==> src/rtl/uram_event_write_sm.sv <==
// Write-side controller for the URAM event buffer: header store, 3x512 cascaded sample
// RAMs per channel, and a ring of NUM_BUFFERS event slots handed to the readout side.
module uram_event_write_sm #(
    parameter int NUM_BUFFERS = 4,
    parameter int SLOT_BITS   = 2
) (
    input  logic                 clk_i,
    input  logic                 rstb_i,
    input  logic                 trig_i,
    input  logic [31:0]          trig_time_i,
    input  logic                 sample_valid_i,
    input  logic                 complete_i,
    output logic [8:0]           wr_addr_o,
    output logic [2:0]           wr_en_o,
    output logic [SLOT_BITS-1:0] wr_slot_o,
    output logic [SLOT_BITS-1:0] rd_slot_o,
    output logic                 header_wr_o,
    output logic [15:0]          header_dat_o,
    output logic                 data_available_o,
    output logic                 full_o,
    output logic                 trig_dropped_o,
    output logic [31:0]          event_count_o
);

    typedef enum logic [2:0] {
        ST_IDLE   = 3'd0,
        ST_HDR0   = 3'd1,
        ST_HDR1   = 3'd2,
        ST_HDR2   = 3'd3,
        ST_HDR3   = 3'd4,
        ST_WRITE  = 3'd5,
        ST_COMMIT = 3'd6
    } state_t;

    localparam logic [SLOT_BITS:0]   OCC_ONE  = (SLOT_BITS+1)'(1);
    localparam logic [SLOT_BITS:0]   OCC_FULL = (SLOT_BITS+1)'(NUM_BUFFERS);
    localparam logic [SLOT_BITS-1:0] SLOT_ONE = SLOT_BITS'(1);

    state_t               state_r, state_next_s;
    logic [8:0]           addr_r, addr_next_s;
    logic [2:0]           active_ram_r, active_ram_next_s;
    logic [31:0]          time_r, time_next_s;
    logic [31:0]          event_count_r, event_count_next_s;
    logic [SLOT_BITS-1:0] wr_slot_r, wr_slot_next_s;
    logic [SLOT_BITS-1:0] rd_slot_r, rd_slot_next_s;
    logic [SLOT_BITS:0]   occ_r, occ_next_s;
    logic                 avail_r, full_r, dropped_r, hdr_wr_r;
    logic [15:0]          hdr_dat_r, hdr_dat_s;
    logic                 hdr_wr_s, drop_s, commit_s, retire_s;

    // Next-state, write datapath and slot ring bookkeeping.
    always_comb begin
        state_next_s       = state_r;
        addr_next_s        = addr_r;
        active_ram_next_s  = active_ram_r;
        time_next_s        = time_r;
        event_count_next_s = event_count_r;
        drop_s             = 1'b0;
        commit_s           = 1'b0;

        case (state_r)
            ST_IDLE: begin
                if (trig_i) begin
                    if (!full_r) begin
                        time_next_s        = trig_time_i;
                        event_count_next_s = event_count_r + 32'd1;
                        state_next_s       = ST_HDR0;
                    end else begin
                        drop_s = 1'b1;
                    end
                end else begin
                    drop_s = 1'b0;
                end
            end
            ST_HDR0: state_next_s = ST_HDR1;
            ST_HDR1: state_next_s = ST_HDR2;
            ST_HDR2: state_next_s = ST_HDR3;
            ST_HDR3: begin
                state_next_s      = ST_WRITE;
                addr_next_s       = 9'd0;
                active_ram_next_s = 3'b001;
            end
            ST_WRITE: begin
                if (sample_valid_i) begin
                    if (addr_r == 9'd511) begin
                        addr_next_s = 9'd0;
                        if (active_ram_r == 3'b100) begin
                            state_next_s = ST_COMMIT;
                        end else begin
                            active_ram_next_s = {active_ram_r[1:0], active_ram_r[2]};
                        end
                    end else begin
                        addr_next_s = addr_r + 9'd1;
                    end
                end else begin
                    addr_next_s = addr_r;
                end
            end
            ST_COMMIT: begin
                commit_s     = 1'b1;
                state_next_s = ST_IDLE;
            end
            default: state_next_s = ST_IDLE;
        endcase

        // A trigger anywhere but IDLE is never accepted.
        if (trig_i && (state_r != ST_IDLE)) begin
            drop_s = 1'b1;
        end else begin
            drop_s = drop_s;
        end

        retire_s       = complete_i && (occ_r != '0);
        wr_slot_next_s = commit_s ? (wr_slot_r + SLOT_ONE) : wr_slot_r;
        rd_slot_next_s = retire_s ? (rd_slot_r + SLOT_ONE) : rd_slot_r;
        case ({commit_s, retire_s})
            2'b10:   occ_next_s = occ_r + OCC_ONE;
            2'b01:   occ_next_s = occ_r - OCC_ONE;
            default: occ_next_s = occ_r;
        endcase

        // Header word for the cycle being entered, so the strobe leaves a flop.
        hdr_wr_s  = 1'b1;
        case (state_next_s)
            ST_HDR0: hdr_dat_s = event_count_next_s[31:16];
            ST_HDR1: hdr_dat_s = event_count_next_s[15:0];
            ST_HDR2: hdr_dat_s = time_next_s[31:16];
            ST_HDR3: hdr_dat_s = time_next_s[15:0];
            default: begin
                hdr_wr_s  = 1'b0;
                hdr_dat_s = 16'h0000;
            end
        endcase
    end

    // State and output registers.
    always_ff @(posedge clk_i or negedge rstb_i) begin
        if (!rstb_i) begin
            state_r       <= ST_IDLE;
            addr_r        <= 9'd0;
            active_ram_r  <= 3'b001;
            time_r        <= 32'd0;
            event_count_r <= 32'd0;
            wr_slot_r     <= '0;
            rd_slot_r     <= '0;
            occ_r         <= '0;
            avail_r       <= 1'b0;
            full_r        <= 1'b0;
            dropped_r     <= 1'b0;
            hdr_wr_r      <= 1'b0;
            hdr_dat_r     <= 16'h0000;
        end else begin
            state_r       <= state_next_s;
            addr_r        <= addr_next_s;
            active_ram_r  <= active_ram_next_s;
            time_r        <= time_next_s;
            event_count_r <= event_count_next_s;
            wr_slot_r     <= wr_slot_next_s;
            rd_slot_r     <= rd_slot_next_s;
            occ_r         <= occ_next_s;
            avail_r       <= (occ_next_s != '0);
            full_r        <= (occ_next_s == OCC_FULL);
            dropped_r     <= drop_s;
            hdr_wr_r      <= hdr_wr_s;
            hdr_dat_r     <= hdr_dat_s;
        end
    end

    // Enables follow sample_valid_i in the same cycle so the RAM write lands on the next edge.
    assign wr_en_o          = (state_r == ST_WRITE) ? (active_ram_r & {3{sample_valid_i}}) : 3'b000;
    assign wr_addr_o        = addr_r;
    assign wr_slot_o        = wr_slot_r;
    assign rd_slot_o        = rd_slot_r;
    assign header_wr_o      = hdr_wr_r;
    assign header_dat_o     = hdr_dat_r;
    assign data_available_o = avail_r;
    assign full_o           = full_r;
    assign trig_dropped_o   = dropped_r;
    assign event_count_o    = event_count_r;

endmodule

==> config.mk <==
export PLATFORM = sky130hd
export DESIGN_NAME = uram_event_write_sm
export DESIGN_NICKNAME = d
export VERILOG_FILES = /design/src/rtl/uram_event_write_sm.sv
export SDC_FILE = /design/constraint.sdc
export NUM_CORES = 1
export LEC_CHECK = 0
export ABC_AREA = 1
export BUFFER_PORTS_ARGS = -buffer_cell sky130_fd_sc_hd__buf_2
export CAP_MARGIN = 20
export CORE_ASPECT_RATIO = 0.7
export CORE_MARGIN = 10
export CORE_UTILIZATION = 55
export DETAILED_ROUTE_END_ITERATION = 7
export GPL_ROUTABILITY_DRIVEN = 0
export PLACE_DENSITY_LB_ADDON = 0.05
export SETUP_SLACK_MARGIN = 0.5
export SYNTH_ARGS = -nofsm -noshare
export SYNTH_HDL_FRONTEND = slang
export SYNTH_SLANG_ARGS = --single-unit
==> constraint.sdc <==
create_clock -name clk_i -period 3 [get_ports clk_i]
set_clock_uncertainty 0.15 [all_clocks]
set_input_delay 0.45 -clock clk_i [delete_from_list [all_inputs] [get_ports clk_i]]
set_output_delay 0.45 -clock clk_i [all_outputs]
set_load 0.005 [all_outputs]
==> Word-level counts from Yosys, hierarchy flattened <==
Index checks and enable logic that the tools add are counted.
{ "totals": {"input_bits": 37, "ff_bits": 106, "ramBits": 0, "mem_count": 0, "latch_bits": 0, "romBits": 0} }
{ "classes": {"n_bitwise": 1, "shifts": 0, "add_sub_neg": 6, "muxes": 28, "magnitude_cmp": 0, "n_eq_ne": 18, "multipliers": 0, "n_reduce_logical": 10, "div": 0} }
{ "op_table": {"columns": ["op", "n"], "rows": [
  ["$mux 32", 6],
  ["$pmux 16 s4", 1],
  ["$add 32x1->32 const B", 1],
  ["$mux 3", 9],
  ["$eq 3x3->1 const B", 6],
  ["$mux 9", 2],
  ["$pmux 3 s6", 1],
  ["$pmux 9 s2", 1],
  ["$eq 3x2->1 const B", 4],
  ["$pmux 3 s2", 2],
  ["$add 9x1->9 const B", 1],
  ["$eq 9x9->1 const B", 1],
  ["$reduce_bool 3->1", 3],
  ["$eq 3x1->1 const B", 2],
  ["$mux 1", 6],
  ["$ne 2x2->1 const B", 3],
  ["$add 2x1->2 const B", 2],
  ["$reduce_and 4->1", 1],
  ["$reduce_or 4->1", 1],
  ["$add 3x1->3 const B", 1],
  ["$and 3x3->3", 1],
  ["$logic_not 3->1", 1],
  ["$sub 3x1->3 const B", 1],
  ["$eq 2x1->1 const B", 1],
  ["other kinds (4)", 5]
]} }

==> Depth between registers and ports, before layout <==
{ "depth": {"depth_word": 8, "depth_mapped": 12} }

==> Worst setup path after synthesis <==
No wires, ideal clock.
{ "synth_timing": {"kind": "input port to flip-flop", "start": "input port complete_i", "end": "register full_r (netlist: full_o)", "t_arrival_ns": 1.870, "cell_stages": 10, "n_path_buf": 0, "setup_time_ns": 0.086, "required_time_ns": 2.764, "slack_ns": 0.894, "cell_sequence": "inv_1 > a31oi_1 > ha_1 > inv_1 > fa_1 > a21oi_1 > o21ai_0 > xor2_1 > inv_1 > nor3_1"} }
{ "synth_via": {"elab_chain_cells": 4, "elab_cells_between_ends": 5} }
{ "synth_rtl": {"columns": ["element", "line_no", "source"], "rows": [
  ["start: declaration", "12", "input logic complete_i,"],
  ["$logic_and 1x1->1 *", "113", "retire_s = complete_i && (occ_r != '0);"],
  ["net retire_s", "49", "logic hdr_wr_s, drop_s, commit_s, retire_s;"],
  ["$eq 2x1->1 or $eq 2x2->1 (tied branches)", "116", "case ({commit_s, retire_s})"],
  ["$pmux 3 s2 *", "116", null],
  ["net occ_next_s[2]", "46", "logic [SLOT_BITS:0] occ_r, occ_next_s;"],
  ["$eq 3x3->1 *", "162", "full_r <= (occ_next_s == OCC_FULL);"],
  ["end signal: assignment", "162", null],
  ["end: declaration", "47", "logic avail_r, full_r, dropped_r, hdr_wr_r;"]
]} }
The timed path passes the listed nets; every way through them passes the cells marked *.
A chain may end at the register's enable or synchronous reset.

==> Final worst setup path <==
{ "layout_timing": {"start": "register state_r[1]", "end": "register addr_r[7] (netlist: wr_addr_o[7])"} }
{ "layout_via": {"elab_chain_cells": 3, "elab_cells_between_ends": 6} }
{ "layout_rtl": {"columns": ["element", "line_no", "source"], "rows": [
  ["start: declaration", "39", "state_t state_r, state_next_s;"],
  ["start signal: assignment", "153", "state_r <= state_next_s;"],
  ["$eq 3x3->1", "61", "case (state_r)"],
  ["$ne 2x2->1 (no line) or $reduce_bool 2->1 (tied branches)", null, null],
  ["$reduce_and 2->1 (no line)", null, null],
  ["end signal: assignment", "154", "addr_r <= addr_next_s;"],
  ["end: declaration", "40", "logic [8:0] addr_r, addr_next_s;"]
]} }
Several ways; a longest one is shown, not always the timed one.

==> results by group <==
Final layout
  • Register area: between 2000 and 3000 um^2
  • Most common cell after layout, fill and taps aside: nand2_1
  • Fin cells: roughly 900
  • Area Growth Syn to Fin: 19.3%
  • Commonest cells after routing, fill and taps aside: nand2_1 (255), dfrtp_1 (104), buf_2 (103)
  • Fill count: ~790
  • Layout cell share with drive strength beyond 1: 0.208
  • Area of the multi-input gates: 2200 um^2
  • Antenna cells: 0
  • Layout Nets: approximately 800

Power and ir drop
  • Pwr/cell area: ~520 nW/um^2
  • Total power draw: between 3000 and 4000 uW
  • Static Leak: about 0.0034 uW
  • Net load switching power: about 860 uW
  • Int Pwr: between 2000 and 2500 uW
  • Peak supply drop: 397 uV
  • Clock power share: 0.373
  • Reg power frac: 0.500
  • Switching share of power: 0.266
  • Logic pwr share: 0.126

Clocking
  • CTS buffer count: 9
  • TritonCTS clock tree: built
  • Clock buffer depth: 2
  • CTS H-tree depth: 3
  • Clk root buf: clkbuf_16
  • Insertion delay to the later sink of the worst-skew pair: 350 ps
  • Clock-pin transition on the worst setup and hold timing paths: around 70 ps
  • CTS Sinks: 106

Job
  • Max_cap viols: 0

Timing
  • Relative slew slack: 0.563
  • Slew Limit Fails: 0
  • Final Hold Vio Count: 0
  • Final period utilization: 0.767
  • RSZ-0062 raised after global routing: true
  • Worst slew pin tran: around 660 ps
  • Max Clock Freq: 434 MHz
  • Min cycle time layout: about 2300 ps
  • Setup TNS: 0 ps
  • Final setup viols: 0
  • Fin Hold WS: between 150 and 200 ps

Floorplanning
  • Die H: approximately 100 um
  • DIE WIDTH: approximately 140 um
  • Starting Density: 0.567
  • IO Count: 105
  • Core Rows: 29
  • Die ar.: between 10000 and 15000 um^2
  • Core area: ~9100 um^2

Detailed routing
  • DR iter-0 viols: roughly 400
  • Via count: approximately 4600
  • Routed vias/inst: 5.13
  • Drt first pass iters: 5
  • Final wirelength: around 14000 um
  • Routed WL per cell: between 15 and 20 um
  • Antenna Nets Post-Route: 0
  • Drt drc: 0

Critical path
  • CP top delay family: buffers and inverters
  • Critical Path Slowest Stage Cell: dfrtp_1
  • WP buf/inv: 3
  • CP Class: reg2reg
  • Worst-path cell chain: clkinvlp_4, nand3_2, inv_2, a21oi_2, inv_1, nand2_1, xor2_1, nor2_1
  • Data arrival time of the worst path: ~2400 ps
  • End of the worst register-to-register path: wr_addr_o[7]$_DFFE_PN0P_
  • CP required: roughly 3000 ps
  • Nature of the critical path endpoint: flop
  • Worst R2R Setup Slack: between 600 and 700 ps
  • Critical Path Sink: wr_addr_o[7]$_DFFE_PN0P_
  • Worst R2R Path Depth: 8
  • CP Launch Point: state_r[1]$_DFF_PN0_
  • Reg2reg start: state_r[1]$_DFF_PN0_
  • Crit Path Max Fanout: 14
  • Slowest cell delay on critical path: around 460 ps
  • Stages on worst setup path: 8
  • Critical Path Start Type: flop

Yosys
  • Top cells by area, synth: dfrtp_1 (51%), nand2_1 (18%), inv_1 (4.3%), nand3_1 (3.5%), nor2_1 (3.3%)
  • Async S/R FF share, synth: 1.00
  • Sequential element share of the synthesized area: 0.512
  • Syn nets: just under 700
  • Syn_area_per_cell: 7.97 um^2
  • Yosys warnings: 0
  • Ys flop type: dfrtp_1
  • Post-synth EDFFs: 0
  • Synth top area share: 0.507
  • #FFs+latches synth: 106
  • Synth Instances: approximately 650
  • Area leader, netlist: dfrtp_1
  • Cell area after synthesis: 5190 um^2
  • Synth cell types: 34

Placed design
  • Placed cells: 870
  • Buffers on Ports: around 100
  • DP Wirelength: around 11000 um

Global routing
  • Global-route wire length before repair: ~23000 um
  • Vias in the first global route: between 4000 and 5000
  • Largest net degree at the start of global routing: 56
  • All-Layer GR Usage: 0.208
  • Initial antenna violation count: 0
  • Gr ovfl total: 0

Worst hold path
  • Hold/Removal Path Class: in2reg

Status
  • Status: finished, final reports clean
## cells by family after synthesis
kind of cell / after synthesis / share of synthesized area
and+or+nand+nor: 398 / 0.329
DFF: 106 / 0.512
buffers and inverters: 82 / 0.0675
AOI/OAI and AO/OA: 40 / 0.0432
xor gates and xnor gates: 20 / 0.0352
adders and majority gates: 5 / 0.0135
## worst register-to-register path: stages, from the launching register on
cell	delay, ps
dfrtp_1	460
clkinvlp_4	290
nand3_2	200
inv_2	100
a21oi_2	420
inv_1	230
nand2_1	140
xor2_1	150
nor2_1	50
## metal layers
metal,up-vias,routed length (um),part of all wire,GRT usage
li1,2279,-,-,-
met1,2101,6460,0.46,0.292
met2,174,6170,0.43,0.306
met3,14,1450,0.10,0.0697
met4,0,112,0.0079,0.0482
met5,-,0,0,0
## registers in the layout, indices dropped and copies added (netlist names)
| name | cells |
|---|---|
| data_available_o | 1 |
| wr_slot_o | 2 |
| trig_dropped_o | 1 |
| active_ram_r | 3 |
| full_o | 1 |
| state_r | 3 |
| event_count_o | 32 |
| time_r | 32 |
| wr_addr_o | 9 |
| header_wr_o | 1 |
| rd_slot_o | 2 |
| header_dat_o | 16 |
| occ_r | 3 |
## power by group through the flow
stage / logic (uW) / clock network (uW) / registers, uW
after floorplan: 225 / 0 / 1630
after global placement: 393 / 0 / 1630
after detailed placement: 407 / 0 / 1640
after CTS: 411 / 1220 / 1610
after global routing: 469 / 1280 / 1630
final: 406 / 1200 / 1610
## per-stage QoR
| step | instance area (um^2) | setup WS [ps] | util |
|---|---|---|---|
| floorplan | 5190 | 894 | - |
| global placement | 5840 | 576 | 0.638 |
| detailed placement | 5840 | 460 | 0.638 |
| CTS | 6150 | 592 | 0.673 |
| global route | 6190 | 459 | 0.677 |
| finish | 6190 | 698 | 0.677 |
## repair_timing
| action | CTS | global route |
|---|---|---|
| setup buffers | 0 | 3 |
| setup endpoints to repair | 2 | 5 |
| pin swaps | 0 | 0 |
| gates cloned | 0 | 0 |
| hold buffers | 1 | 0 |
| resized for setup | 2 | 3 |
| hold endpoints to repair | 1 | 0 |
## worst min path at each step
| stage | startpoint | to | slack, ps | cells after the start |
|---|---|---|---|---|
| 3_3_place_gp | wr_slot_o[1]$_DFFE_PN0N_ | wr_slot_o[1]$_DFFE_PN0N_ | 300 | 1 |
| 6_report | trig_time_i[23] | time_r[23]$_DFF_PN0_ | 170 | 3 |
| 3_5_place_dp | wr_slot_o[1]$_DFFE_PN0N_ | wr_slot_o[1]$_DFFE_PN0N_ | 310 | 1 |
| 5_1_grt | trig_i | trig_dropped_o$_DFF_PN0_ | 170 | 3 |
| 2_1_floorplan | rstb_i | active_ram_r[1]$_DFFE_PN0P_ | 4 | 0 |
| 4_1_cts | trig_time_i[13] | time_r[13]$_DFF_PN0_ | 170 | 3 |
## cell usage after synthesis, types with 2 or more instances
library cell  number
buf_4              5
nand3_1           36
o21bai_1           6
xnor2_1            4
nand3b_1           4
o21ai_1            4
nand2_1          255
clkbuf_1           3
dfrtp_1          105
buf_6              2
nor2_2            11
and2_1             6
nand3_2            2
nor3_1            14
inv_2              5
o21ai_0            8
inv_1             60
buf_2              7
nor3_2             2
xor2_1            15
a21oi_1           17
nand4_1           19
a31oi_1            3
ha_1               4
nor2_1            45
## final cells by class
cell class,count,share of cell area
Inverter,65,0.0400
Multi-Input combinational cell,463,0.355
Timing Repair Buffer,116,0.102
Clock inverter,6,0.0119
Tap cell,124,0.0251
Clock buffer,10,0.0370
Sequential cell,106,0.429
No activity file was read; power rests on OpenSTA's default activity.
